<file path="config.mk">
export PLATFORM = sky130hd
export DESIGN_NAME = regfile_param
export DESIGN_NICKNAME = d
export VERILOG_FILES = /design/src/rtl/regfile_param.sv
export SDC_FILE = /design/constraint.sdc
export NUM_CORES = 1
export LEC_CHECK = 0
export CAP_MARGIN = 0
export CORE_MARGIN = 8
export CORE_UTILIZATION = 33
export CTS_CLUSTER_SIZE = 10
export DETAILED_ROUTE_END_ITERATION = 10
export HOLD_SLACK_MARGIN = 0.06
export PLACE_DENSITY = 0.46
export SETUP_SLACK_MARGIN = 0.1
export SYNTH_ARGS = -nofsm -noshare
export SYNTH_HDL_FRONTEND = slang
export SYNTH_SLANG_ARGS = --single-unit
</file>
<file path="constraint.sdc">
create_clock -name clock -period 2.5 [get_ports clock]
set_clock_uncertainty 0.1 [all_clocks]
set_input_delay 0.5 -clock clock [delete_from_list [all_inputs] [get_ports clock]]
set_output_delay 0.5 -clock clock [all_outputs]
set_load 0.03 [all_outputs]
</file>
<file path="src/rtl/regfile_param.sv">
// Parametrised register file: one write port, two registered read ports,
// write-first bypass, optional hardwired-zero entry 0 and a sequenced bulk clear.
module regfile_param #(
    parameter int WIDTH   = 16,
    parameter int ADDR_W  = 4,
    parameter int ZERO_R0 = 0
) (
    input  logic              clock,
    input  logic              reset,
    input  logic              write,
    input  logic [ADDR_W-1:0] DA,
    input  logic [WIDTH-1:0]  D,
    input  logic [ADDR_W-1:0] AA,
    input  logic [ADDR_W-1:0] BA,
    input  logic              clear_req,
    output logic [WIDTH-1:0]  A,
    output logic [WIDTH-1:0]  B,
    output logic              busy,
    output logic              clr_done
);

    localparam int DEPTH = 1 << ADDR_W;
    localparam logic [ADDR_W-1:0] LAST = ADDR_W'(DEPTH - 1);

    typedef enum logic {IDLE, CLEAR} state_t;

    state_t            state_q, state_d;
    logic [ADDR_W-1:0] cnt_q, cnt_d;
    logic              done_q, done_d;
    logic [WIDTH-1:0]  mem_q [DEPTH];
    logic [WIDTH-1:0]  a_q, a_d, b_q, b_d;
    logic              wr_acc, wr_commit;

    assign wr_acc    = write && (state_q == IDLE) && !clear_req;
    assign wr_commit = wr_acc && !((ZERO_R0 != 0) && (DA == '0));

    always_comb begin
        state_d = state_q;
        cnt_d   = cnt_q;
        case (state_q)
            IDLE: begin
                if (clear_req) begin
                    state_d = CLEAR;
                    cnt_d   = '0;
                end
            end
            CLEAR: begin
                if (cnt_q == LAST) begin
                    state_d = IDLE;
                    cnt_d   = '0;
                end else begin
                    cnt_d = cnt_q + 1'b1;
                end
            end
            default: begin
                state_d = IDLE;
                cnt_d   = '0;
            end
        endcase
        // Registered pulse: asserted for the cycle in which the last entry is cleared.
        done_d = (state_d == CLEAR) && (cnt_d == LAST);
    end

    always_comb begin
        a_d = mem_q[AA];
        if ((ZERO_R0 != 0) && (AA == '0)) begin
            a_d = '0;
        end else if ((state_q == CLEAR) && (AA == cnt_q)) begin
            a_d = '0;
        end else if (wr_acc && (DA == AA)) begin
            a_d = D;
        end
    end

    always_comb begin
        b_d = mem_q[BA];
        if ((ZERO_R0 != 0) && (BA == '0)) begin
            b_d = '0;
        end else if ((state_q == CLEAR) && (BA == cnt_q)) begin
            b_d = '0;
        end else if (wr_acc && (DA == BA)) begin
            b_d = D;
        end
    end

    always_ff @(posedge clock or negedge reset) begin
        if (!reset) begin
            state_q <= IDLE;
            cnt_q   <= '0;
            done_q  <= 1'b0;
            a_q     <= '0;
            b_q     <= '0;
            for (int unsigned i = 0; i < DEPTH; i++) begin
                mem_q[i] <= '0;
            end
        end else begin
            state_q <= state_d;
            cnt_q   <= cnt_d;
            done_q  <= done_d;
            a_q     <= a_d;
            b_q     <= b_d;
            if (state_q == CLEAR) begin
                mem_q[cnt_q] <= '0;
            end else if (wr_commit) begin
                mem_q[DA] <= D;
            end
        end
    end

    assign A        = a_q;
    assign B        = b_q;
    assign busy     = (state_q == CLEAR);
    assign clr_done = done_q;

endmodule

</file>
==> metrics.md <==
| Metric | Value |
|---|---|
| Clk sinks | `a little under 300` |
| R2r startpoint | `busy$_DFF_PN0_` |
| R2R Setup Slk | `0.34 ns` |
| Clock transition at path regs | `0.06 ns` |
| Starting density of the core | `33.5%` |
| CP Launch Type | `flip-flop` |
| CP Capture Type | `primary output` |
| DP Worst Slack | `-0.135 ns` |
| Global-route wire length before repair | `77400 um` |
| Die area | `between 0.05 and 0.06 mm2` |
| Buf/Inv on CP | `1` |
| DPL Wire Length | `~33000 um` |
| Crit Path Max Fanout | `1` |
| Final Instance Area | `roughly 0.018 mm2` |
| Layout fillers | `4023` |
| Vias/cell | `6.01` |
| Mapped Cells | `1031` |
| PwrDens | `756 mW/mm2` |
| Netlist cell types | `43` |
| Yosys reg bits | `294` |
| Worst min-delay path category | `in2async` |
| Final #Nets | `roughly 1200` |
| Synth-to-layout area growth | `23.3%` |
| Max Clock Freq | `445 MHz` |
| Area of the multi-input gates | `approximately 0.0069 mm2` |
| DRC violation count after routing | `0` |
| Actual slew at the worst max-slew pin | `1.11 ns` |
| Iter 0 DRT Violations | `866` |
| Layout cells sized above 1 | `29.5%` |
| Syn Std Cell Area | `0.0148 mm2` |
| Final setup viols | `0` |
| Vias in the first global route | `roughly 11000` |
| Worst path max stage delay | `0.70 ns` |
| Setup TNS | `0 ns` |
| Critical path required time | `between 1.5 and 2 ns` |
| Setup WS post-layout | `0.252 ns` |
| Worst skew pair latency | `0.56 ns` |
| Vias post-DR | `10500` |
| Cell taking the most area after synthesis | `dfrtp_1` |
| Setup crit start | `A[12]$_DFF_PN0_` |
| Critical path depth | `1` |
| Largest net degree at the start of global routing | `73` |
| Crit path DAT | `1.65 ns` |
| Async set-reset flop share out of synthesis | `100%` |
| # diodes | `0` |
| FF-to-FF path depth | `4` |
| Worst slew margin | `25.8%` |
| CP delay by family, top | `buffers and inverters` |
| CTS H-tree depth | `2` |
| Final hold vios | `0` |
| P_leak | `slightly above 8 nW` |
| Synth area leaders | `dfrtp_1, mux4_2, a22o_1` |
| Mean Syn Cell Area | `14.4 um2` |
| Avg WL per Cell | `between 20 and 30 um` |
| Post-synth EDFFs | `0` |
| CTS tree | `yes` |
| Initial antenna violation count | `0` |
| Worst path cell trace | `clkdlybuf4s50_1` |
| Register area | `0.00736 mm2` |
| I/O pin total | `66` |
| DP Area | `between 0.015 and 0.02 mm2` |
| Syn_nets | `between 1000 and 1500` |
| RSZ-0062 raised after global routing | `no` |
| Min Tclk post-route | `2.25 ns` |
| Fin. max-slew vios | `0` |
| Period utilization | `89.9%` |
| Die Y | `approximately 230 um` |
| Main synth FF type | `dfrtp_1` |
| Num rows | `77` |
| GPL Wtd Cong | `0.797` |
| CP Class | `reg2out` |
| R2r endpoint | `mem_q[236]$_DFFE_PN0P_` |
| Longest Clk Path Bufs | `3` |
| Drt pass-1 iters | `5` |
| WHS | `0.319 ns` |
| Max cap viols | `0` |
| Clock Tree Root | `clkbuf_16` |
| Run status | `completed` |
| Core ar. | `roughly 0.044 mm2` |
| Drt total wl | `51200 um` |
| Total clock buffers created by CTS | `38` |
| Grt ovf | `0` |
| Synth top area share | `49.7%` |
| CP max-delay cell | `clkdlybuf4s50_1` |
| Post-synthesis sequential area ratio | `49.7%` |
| Remaining antenna violation count | `0` |
| Yosys Warn Count | `0` |
| Horiz. Die Dim | `228 um` |
| Max IR drop VDD | `0.470 mV` |
| Worst setup endpoint | `A[12]` |
| Total global-route track usage | `between 10% and 20%` |
| IO Port Bufs | `65` |
| Post-layout util | `41.3%` |
==> cells by family (layout without fill, tap and decap cells) <==
logic type,count (synthesis),count (layout),share of synthesized area (%)
and+or+nand+nor,83,83,3.75
xor gates and xnor gates,16,16,0.947
AOI/OAI and AO/OA,377,377,21.7
muxes,130,130,19.6
buffers and inverters,126,252,3.80
adders and majority gates,5,5,0.423
DFF,294,294,49.7
==> power by group <==
part	total (mW)	switching, mW	leakage, nW	internal (mW)
clock network	5.07	2.11	0.546	2.96
registers	5.49	0.318	4.08	5.18
logic	3.22	1.80	3.43	1.42
==> flip-flops by register name, summed over array words and instances, names as in the netlist <==
name / count
cnt_q: 4
A: 16
B: 16
clr_done: 1
busy: 1
mem_q: 256
==> timing repair <==
item | CTS | global route
hold endpoints to repair | 63 | 0
hold buffers | 1 | 0
setup endpoints to repair | 1 | 0
gates resized for setup | 1 | 0
setup buffers | 0 | 0
==> placed cells by master (no fill, tap or decap), types with 2 or more instances in the layout <==
cell type	count
a21oi_2	11
a22o_1	289
a22oi_1	64
a31oi_2	3
a32oi_1	2
and2_1	6
and3_1	3
buf_12	41
buf_4	87
clkbuf_1	9
clkbuf_16	39
clkbuf_8	4
clkdlybuf4s50_1	59
clkinv_2	3
clkinv_8	2
clkinvlp_4	2
dfrtp_1	294
ha_1	5
inv_1	3
mux4_2	128
nand2_1	36
nand2b_1	3
nor2_1	4
nor2b_1	5
nor3_1	4
nor3_2	6
nor3_4	6
nor4_4	4
xnor2_1	4
xor2_1	12
==> worst min path at each step <==
stage	slack, ns	cells after the start	end
2_1_floorplan	0.10	0	A[0]$_DFF_PN0_
3_3_place_gp	0.29	1	mem_q[192]$_DFFE_PN0P_
3_5_place_dp	0.29	1	mem_q[208]$_DFFE_PN0P_
4_1_cts	0.31	2	mem_q[109]$_DFFE_PN0P_
5_1_grt	0.33	2	mem_q[109]$_DFFE_PN0P_
6_report	0.32	2	mem_q[211]$_DFFE_PN0P_
==> cells in the mapped netlist (all sizes together), types with 2 or more instances <==
cell,number
dfrtp,294
a22o,289
mux4,128
buf,71
a22oi,64
clkbuf,52
nand2,36
nor3,16
a21oi,12
xor2,12
and2,6
ha,5
nor2b,5
a31oi,4
nor2,4
nor4,4
xnor2,4
and3,3
inv,3
nand2b,3
a32oi,2
or2,2
==> routing by layer <==
metal	global-route usage [%]	part of all wire, %
met1	26.2	43
met3	3.90	6.5
met2	31.0	47
met4	7.81	3.2
met5	1.23	0.17
==> layout make-up <==
type | instances | area share, %
multi-input combinational | 611 | 37.9
clock buffer | 52 | 5.83
tap | 592 | 4.06
clock inverter | 7 | 0.343
timing repair buffer | 190 | 11.5
inverter | 3 | 0.0617
sequential | 294 | 40.3
==> per-stage QoR <==
stage	power (mW)	std cells
final	13.8	1749
after detailed placement	8.80	1689
after floorplan	7.26	1031
after CTS	13.9	1749
after global routing	14.4	1749
after global placement	8.80	1689
Note: power is estimated with default switching activity, not from simulation.
